### config.mk
export PLATFORM = sky130hd
export DESIGN_NAME = param_dep_scheduler
export DESIGN_NICKNAME = d
export VERILOG_FILES = /design/src/rtl/param_dep_scheduler.sv
export SDC_FILE = /design/constraint.sdc
export NUM_CORES = 1
export LEC_CHECK = 0
export BUFFER_PORTS_ARGS = -buffer_cell sky130_fd_sc_hd__clkbuf_2
export CORE_MARGIN = 5
export CORE_UTILIZATION = 40
export DETAILED_ROUTE_END_ITERATION = 7
export PLACE_DENSITY = 0.61
export SLEW_MARGIN = 40
export SYNTH_ARGS = -nofsm -noshare
export SYNTH_HDL_FRONTEND = slang
export SYNTH_HIERARCHICAL = 1
export SYNTH_SLANG_ARGS = --single-unit
export TNS_END_PERCENT = 1
### constraint.sdc
create_clock -name clk -period 4.98 [get_ports clk]
set_clock_uncertainty 0.1 [all_clocks]
set_input_delay 1.494 -clock clk [delete_from_list [all_inputs] [get_ports clk]]
set_output_delay 1.494 -clock clk [all_outputs]
set_load 0.03 [all_outputs]
### src/rtl/param_dep_scheduler.sv
// Dependency-ordered scheduler: issues present table nodes one at a time to an
// external evaluator once all their dependencies are evaluated, or reports a stuck set.

// One table entry: stored presence/dependency mask plus its ready term.
module param_dep_node #(
    parameter int N_NODES = 8
) (
    input  logic               clk,
    input  logic               rst_n,
    input  logic               wr_en,
    input  logic               wr_present,
    input  logic [N_NODES-1:0] wr_deps,
    input  logic               node_done,
    input  logic [N_NODES-1:0] resolved,
    output logic               present,
    output logic               ready
);
    logic               present_q, present_d;
    logic [N_NODES-1:0] deps_q, deps_d;

    always_comb begin
        present_d = present_q;
        deps_d    = deps_q;
        if (wr_en) begin
            present_d = wr_present;
            deps_d    = wr_deps;
        end
    end

    always_ff @(posedge clk or negedge rst_n) begin
        if (!rst_n) begin
            present_q <= 1'b0;
            deps_q    <= '0;
        end else begin
            present_q <= present_d;
            deps_q    <= deps_d;
        end
    end

    // Only evaluated present nodes count as resolved, so a dependency on an
    // absent node or on the node itself can never be satisfied.
    assign present = present_q;
    assign ready   = present_q & ~node_done & ((deps_q & ~resolved) == '0);
endmodule

module param_dep_scheduler #(
    parameter int N_NODES = 8,
    parameter int IDX_W   = $clog2(N_NODES)
) (
    input  logic               clk,
    input  logic               rst_n,
    input  logic               cfg_we,
    input  logic [IDX_W-1:0]   cfg_idx,
    input  logic               cfg_present,
    input  logic [N_NODES-1:0] cfg_deps,
    input  logic               start,
    output logic               busy,
    output logic               done,
    output logic               cycle_err,
    output logic [N_NODES-1:0] stuck_mask,
    output logic               eval_valid,
    input  logic               eval_ready,
    output logic [IDX_W-1:0]   eval_idx,
    input  logic               eval_done,
    output logic [IDX_W:0]     eval_count
);
    typedef enum logic [2:0] {
        S_IDLE,
        S_SCAN,
        S_ISSUE,
        S_WAIT,
        S_DONE,
        S_ERR
    } state_t;

    state_t             state_q, state_d;
    logic [N_NODES-1:0] done_mask_q, done_mask_d;
    logic [IDX_W-1:0]   eval_idx_q, eval_idx_d;
    logic [IDX_W:0]     eval_count_q, eval_count_d;
    logic               eval_valid_q, eval_valid_d;
    logic               busy_q, busy_d;
    logic               done_q, done_d;
    logic               cycle_err_q, cycle_err_d;
    logic [N_NODES-1:0] stuck_mask_q, stuck_mask_d;

    logic [N_NODES-1:0] present, ready, resolved, pending;
    logic               idle_like;
    logic [IDX_W-1:0]   low_idx;

    assign idle_like = (state_q == S_IDLE) || (state_q == S_DONE) || (state_q == S_ERR);
    assign resolved  = done_mask_q & present;
    assign pending   = present & ~done_mask_q;

    for (genvar g = 0; g < N_NODES; g++) begin : g_node
        param_dep_node #(.N_NODES(N_NODES)) u_node (
            .clk        (clk),
            .rst_n      (rst_n),
            .wr_en      (cfg_we && idle_like && (cfg_idx == IDX_W'(g))),
            .wr_present (cfg_present),
            .wr_deps    (cfg_deps),
            .node_done  (done_mask_q[g]),
            .resolved   (resolved),
            .present    (present[g]),
            .ready      (ready[g])
        );
    end

    // Lowest ready index wins, giving strictly ascending order among independent nodes.
    always_comb begin
        low_idx = '0;
        for (int i = N_NODES - 1; i >= 0; i--) begin
            if (ready[i]) low_idx = IDX_W'(i);
        end
    end

    always_comb begin
        state_d      = state_q;
        done_mask_d  = done_mask_q;
        eval_idx_d   = eval_idx_q;
        eval_count_d = eval_count_q;
        stuck_mask_d = stuck_mask_q;
        case (state_q)
            S_IDLE, S_DONE, S_ERR: begin
                if (start) begin
                    done_mask_d  = '0;
                    eval_count_d = '0;
                    stuck_mask_d = '0;
                    state_d      = S_SCAN;
                end
            end
            S_SCAN: begin
                if (|ready) begin
                    eval_idx_d = low_idx;
                    state_d    = S_ISSUE;
                end else if (pending == '0) begin
                    state_d = S_DONE;
                end else begin
                    stuck_mask_d = pending;
                    state_d      = S_ERR;
                end
            end
            S_ISSUE: begin
                if (eval_ready) state_d = S_WAIT;
            end
            S_WAIT: begin
                if (eval_done) begin
                    done_mask_d[eval_idx_q] = 1'b1;
                    eval_count_d            = eval_count_q + (IDX_W+1)'(1);
                    state_d                 = S_SCAN;
                end
            end
            default: state_d = S_IDLE;
        endcase

        // Status outputs are registered copies of the next state.
        busy_d       = (state_d == S_SCAN) || (state_d == S_ISSUE) || (state_d == S_WAIT);
        eval_valid_d = (state_d == S_ISSUE);
        done_d       = (state_d == S_DONE);
        cycle_err_d  = (state_d == S_ERR);
    end

    always_ff @(posedge clk or negedge rst_n) begin
        if (!rst_n) begin
            state_q      <= S_IDLE;
            done_mask_q  <= '0;
            eval_idx_q   <= '0;
            eval_count_q <= '0;
            eval_valid_q <= 1'b0;
            busy_q       <= 1'b0;
            done_q       <= 1'b0;
            cycle_err_q  <= 1'b0;
            stuck_mask_q <= '0;
        end else begin
            state_q      <= state_d;
            done_mask_q  <= done_mask_d;
            eval_idx_q   <= eval_idx_d;
            eval_count_q <= eval_count_d;
            eval_valid_q <= eval_valid_d;
            busy_q       <= busy_d;
            done_q       <= done_d;
            cycle_err_q  <= cycle_err_d;
            stuck_mask_q <= stuck_mask_d;
        end
    end

    assign busy       = busy_q;
    assign done       = done_q;
    assign cycle_err  = cycle_err_q;
    assign stuck_mask = stuck_mask_q;
    assign eval_valid = eval_valid_q;
    assign eval_idx   = eval_idx_q;
    assign eval_count = eval_count_q;
endmodule

Word-level counts from Yosys, hierarchy flattened
Index checks and enable logic that the tools add are counted.
{ "totals": {"output_inout_bits": 19, "latch_bits": 0, "register_bits": 102, "n_memories": 0, "rom_bits": 0, "mem_bits_rw": 0} }
{ "op_classes": {"eq_ne": 21, "mul": 0, "n_reduce_logical": 32, "bitwise": 37, "order_cmp": 2, "add_sub_neg": 1, "div_mod_pow": 0, "n_mux": 25, "n_shift": 0} }
{ "op_table": {"columns": ["cell", "count"], "rows": [
  ["$and 8x8->8", 10],
  ["$logic_not 8->1", 9],
  ["$mux 3", 12],
  ["$mux 8", 4],
  ["$pmux 8 s2", 2],
  ["$eq 3x3->1 const B", 8],
  ["$eq 3x2->1 const B", 6],
  ["$and 1x1->1", 16],
  ["$not 8->8", 2],
  ["$pmux 3 s4", 1],
  ["$logic_and 1x1->1", 10],
  ["$eq 3x1->1 const B", 3],
  ["$mux 4", 2],
  ["$ne 2x2->1 const B", 4],
  ["$not 1->1", 8],
  ["$or 8x8->8", 1],
  ["$pmux 4 s2", 1],
  ["$reduce_or 8->1", 1],
  ["$logic_not 3->1", 2],
  ["$add 4x1->4 const B", 1],
  ["$logic_or 1x1->1", 4],
  ["$lt 3x4->1 const B", 1],
  ["$reduce_and 4->1", 1],
  ["$reduce_bool 2->1", 2],
  ["6 further kinds", 7]
]} }

Logic depth before layout (Yosys ltp)
{ "logic_depth": {"ltp_word": 13, "mapped_depth": 8} }

By module
The synthesis kept the hierarchy.
{ "by_module_without_submodules": {"columns": ["mod", "seq_area_each_um2", "cells_per_inst", "area_per_inst_um2", "instances"], "rows": [
  ["param_dep_node", 225.2, 38, 405.4, 8],
  ["param_dep_scheduler", 750.7, 160, 1539.0, 1]
]} }

Worst setup path before layout
Ideal clock, no wire load.
{ "synth_path": {"path_type": "input to register", "start": "input cfg_we", "end": "register g_node[0].u_node.deps_q[1]", "required_time_ps": 4755, "stages": 4, "path_slack_ps": 2063, "n_path_buf": 0, "setup_ps": 125, "t_arrival_ps": 2692, "cell_sequence": "nor3b_1 -> nand2b_1 -> nor3_1 -> mux2_2"} }
{ "synth_between": {"elab_chain_len": 2} }
{ "synth_lines": {"columns": ["element", "line", "rtl"], "rows": [
  ["from (decl)", "52", "input logic cfg_we,"],
  ["$logic_and 1x1->1 (2 in series)", "98", ".wr_en (cfg_we && idle_like && (cfg_idx == IDX_W'(g))),"],
  ["to (signal assigned)", "36", "deps_q <= deps_d;"],
  ["to (decl)", "19", "logic [N_NODES-1:0] deps_q, deps_d;"]
]} }
No other way between the ends.
A chain may end at the register's enable or synchronous reset.

Worst setup path in the final report
{ "layout_path": {"start": "input cfg_we", "end": "register g_node[7].u_node.deps_q[2]"} }
{ "layout_between": {"elab_chain_len": 2} }
{ "layout_lines": {"columns": ["element", "line"], "rows": [
  ["$logic_and 1x1->1 (2 in series)", "98"],
  ["to (signal assigned)", "36"],
  ["to (decl)", "19"]
]} }
No other way between the ends.

==> flow_summary.ini <==
[floorplanning]
design.core.area_mm2 = 0.0119
boundaryPins = 37
start_util_pct = 40.3
die_w_um = 119
die_area_mm2 = 0.0142
fp.dieH_um = 119
placementRows = 40

[worst_setup_path]
path_delay_family = simple AND/OR/NAND/NOR gates
crit_slowest_cell = nor2_2
crit_path_max_incr_delay_ns = 0.49
cp-end-kind = flip-flop
critPathBufInv = 1
start_kind = primary input
cp_max_fo = 15
rrSetupSlack_ns = 2.28
critical_path_class = in -> reg
arrival_ns = 3.13
crit_chain = clkbuf_2, nor3b_1, nand2_1, nor2_2, mux2_2
required_ns = 5.12

[logic_synthesis]
synth_seq_cells = 102
synth_edf_count = 0
ys_top_cells_by_count = dfrtp_1, nand2_1, inv_1
syn_avg_cell_area_um2 = 10.3
synthCells = 464
synth_area_leader_cell = dfrtp_1
synth.net_count = 483
yosysWarnings = 6
synth.top_cells.by_area = dfrtp_1, mux2_2, o21ai_0, nand2_1, inv_1
synth.distinct_cells = 41
yosysMostFrequentCell = dfrtp_1
synthArstFlopShare_pct = 100
synth_top_area_share_pct = 53.4
seq_area_frac_synth_pct = 53.4
yosys_most_used_dff = dfrtp_1
synth_area_mm2 = 0.00478

[cts]
root_buffer = clkbuf_16
hold_buffers = 0
cts_setup_buffers = 0
cts_resized = 0
clk_pin_slew_ns = 0.07
clock_path_buffers = 2
cts_tree = built
clk_latency_ns = 0.35
cts.sinks = 102
htreeDepth = 3
cts_buffers = 9

[sta]
fin_crit_ns = 2.99
grt_setup_unrepaired = no
setup_tns_ns = 0
worst_pin_slew_ns = 0.774
slew-limit-headroom_pct = 48.2
slew_viol_final = 0
min_period_over_period_pct = 60.0
setup_violations = 0
whs_ns = 0.411
hold_violations = 0
fmax_mhz = 335

[finish]
fin_util_pct = 45.6
drive_above_1_share_pct = 21.0
diodes = 0
syn_to_final_growth_pct = 13.1
fin_nets = 523
finish.instance_area_mm2 = 0.00541
filler_cell_count = 1129

[detailed_routing]
first_pass_iters = 4
drc = 0
ant_nets = 0
wirelength_um = 11500
drt_iter0_markers = 139
wl_per_cell_um = 17.6
via_per_inst = 5.27
vias = 3459

[global_routing]
grt_pass1_vias = 3497
grt_max_degree = 62
antenna_found_initial = 0
gr-total-overflow = 0
grt_pass1_wl_um = 19000
grt_usage_pct = 17.2

[run_status]
status = completed

[pwr]
p_per_area_mw_per_mm2 = 567
vdd_drop_max_uv = 283
power.leakage_nw = 2.45
power_mw = 3.07

[hold_path]
hold_path.class = reg -> reg

[placement]
port_buffers = 36
hpwl_um = 8180
gp_congestion = 0.854
placed_area_mm2 = 0.00508

[run]
max-cap-violations = 0
-- power by group --
group | internal [mW] | switching [mW]
Combinational | 0.404 | 0.599
Clock | 0.419 | 0.311
Sequential | 1.17 | 0.159
-- worst paths after layout --
kind / cells past startpoint / endpoint / startpoint
worst max-delay path: 5 / g_node[7].u_node/deps_q[2] / cfg_we
worst min-delay path: 1 / g_node[4].u_node/deps_q[2] / g_node[4].u_node/deps_q[2]
worst max register to register: 7 / cycle_err / g_node[3].u_node/present
worst min register to register: 1 / g_node[4].u_node/deps_q[2] / g_node[4].u_node/deps_q[2]
max in group asynchronous: 2 / stuck_mask[7] / rst_n
min in group asynchronous: 1 / g_node[7].u_node/deps_q[2] / rst_n
-- worst register-to-register path, cell delays in order, from the launching register on --
cell and delay [ns]:
dfrtp_1 0.38, and2_1 0.58, o221ai_2 0.18, nor4_2 0.59
or4_4 0.27, nor2_4 0.05, a22oi_1 0.26, o21ba_1 0.19
-- state kept, by name, indices dropped and copies added, names as in the netlist, 3 cells and up --
name                   flops
done_mask_q                8
eval_count                 4
eval_idx                   3
g_node.u_node/deps_q      64
g_node.u_node/present      8
state_q                    3
stuck_mask                 8
-- final cells by class --
class	instances	area, um2	share of cell area [%]
multi-input cells	299	1940	36.0
inverters	51	191	3.54
repair buffers	41	224	4.14
well taps	147	184	3.40
clock buffers	12	256	4.74
flip-flops and latches	102	2550	47.2
clock inverters	4	55.1	1.02
-- per-stage QoR --
stage | std cells | setup slack [ns]
floorplan | 464 | 2.06
global placement | 640 | 1.51
detailed placement | 640 | 1.46
CTS | 656 | 1.82
global route | 656 | 1.91
finish | 656 | 1.99
-- placed cells by master (no fill, tap or decap), drive strengths merged, types with 3 or more instances in the layout --
cell type / n
inv: 51
nand4: 3
nand3b: 8
o22ai: 16
mux2i: 8
nand2: 63
nand2b: 29
buf: 6
o221ai: 8
mux2: 25
nor2: 25
dfrtp: 102
nor2b: 5
o21ai: 49
and2: 9
nor3: 6
nor4: 11
clkbuf: 47
a21oi: 11
a31oi: 3
-- metal layers --
layer / global-route usage, % / wire [um] / share of wire, % / vias to the layer above
met5: 0 / 0 / 0 / -
met4: 5.87 / 131 / 1.1 / 0
met3: 3.61 / 517 / 4.5 / 13
met2: 27.4 / 5530 / 48 / 82
met1: 23.4 / 5340 / 46 / 1709
li1: - / - / - / 1655
-- cell families (layout without fill, tap and decap cells) --
group / Yosys count / after routing / synth area share [%]
multiplexers: 33 / 33 / 7.56
XOR/XNOR: 2 / 2 / 0.366
AO/OA/AOI/OAI: 96 / 96 / 13.2
AND/OR/NAND/NOR: 167 / 167 / 19.0
buffers and inverters: 63 / 108 / 6.23
adder cells (fa/ha/maj): 1 / 1 / 0.262
flip-flops: 102 / 102 / 53.4
No activity file was read; power rests on OpenSTA's default activity.
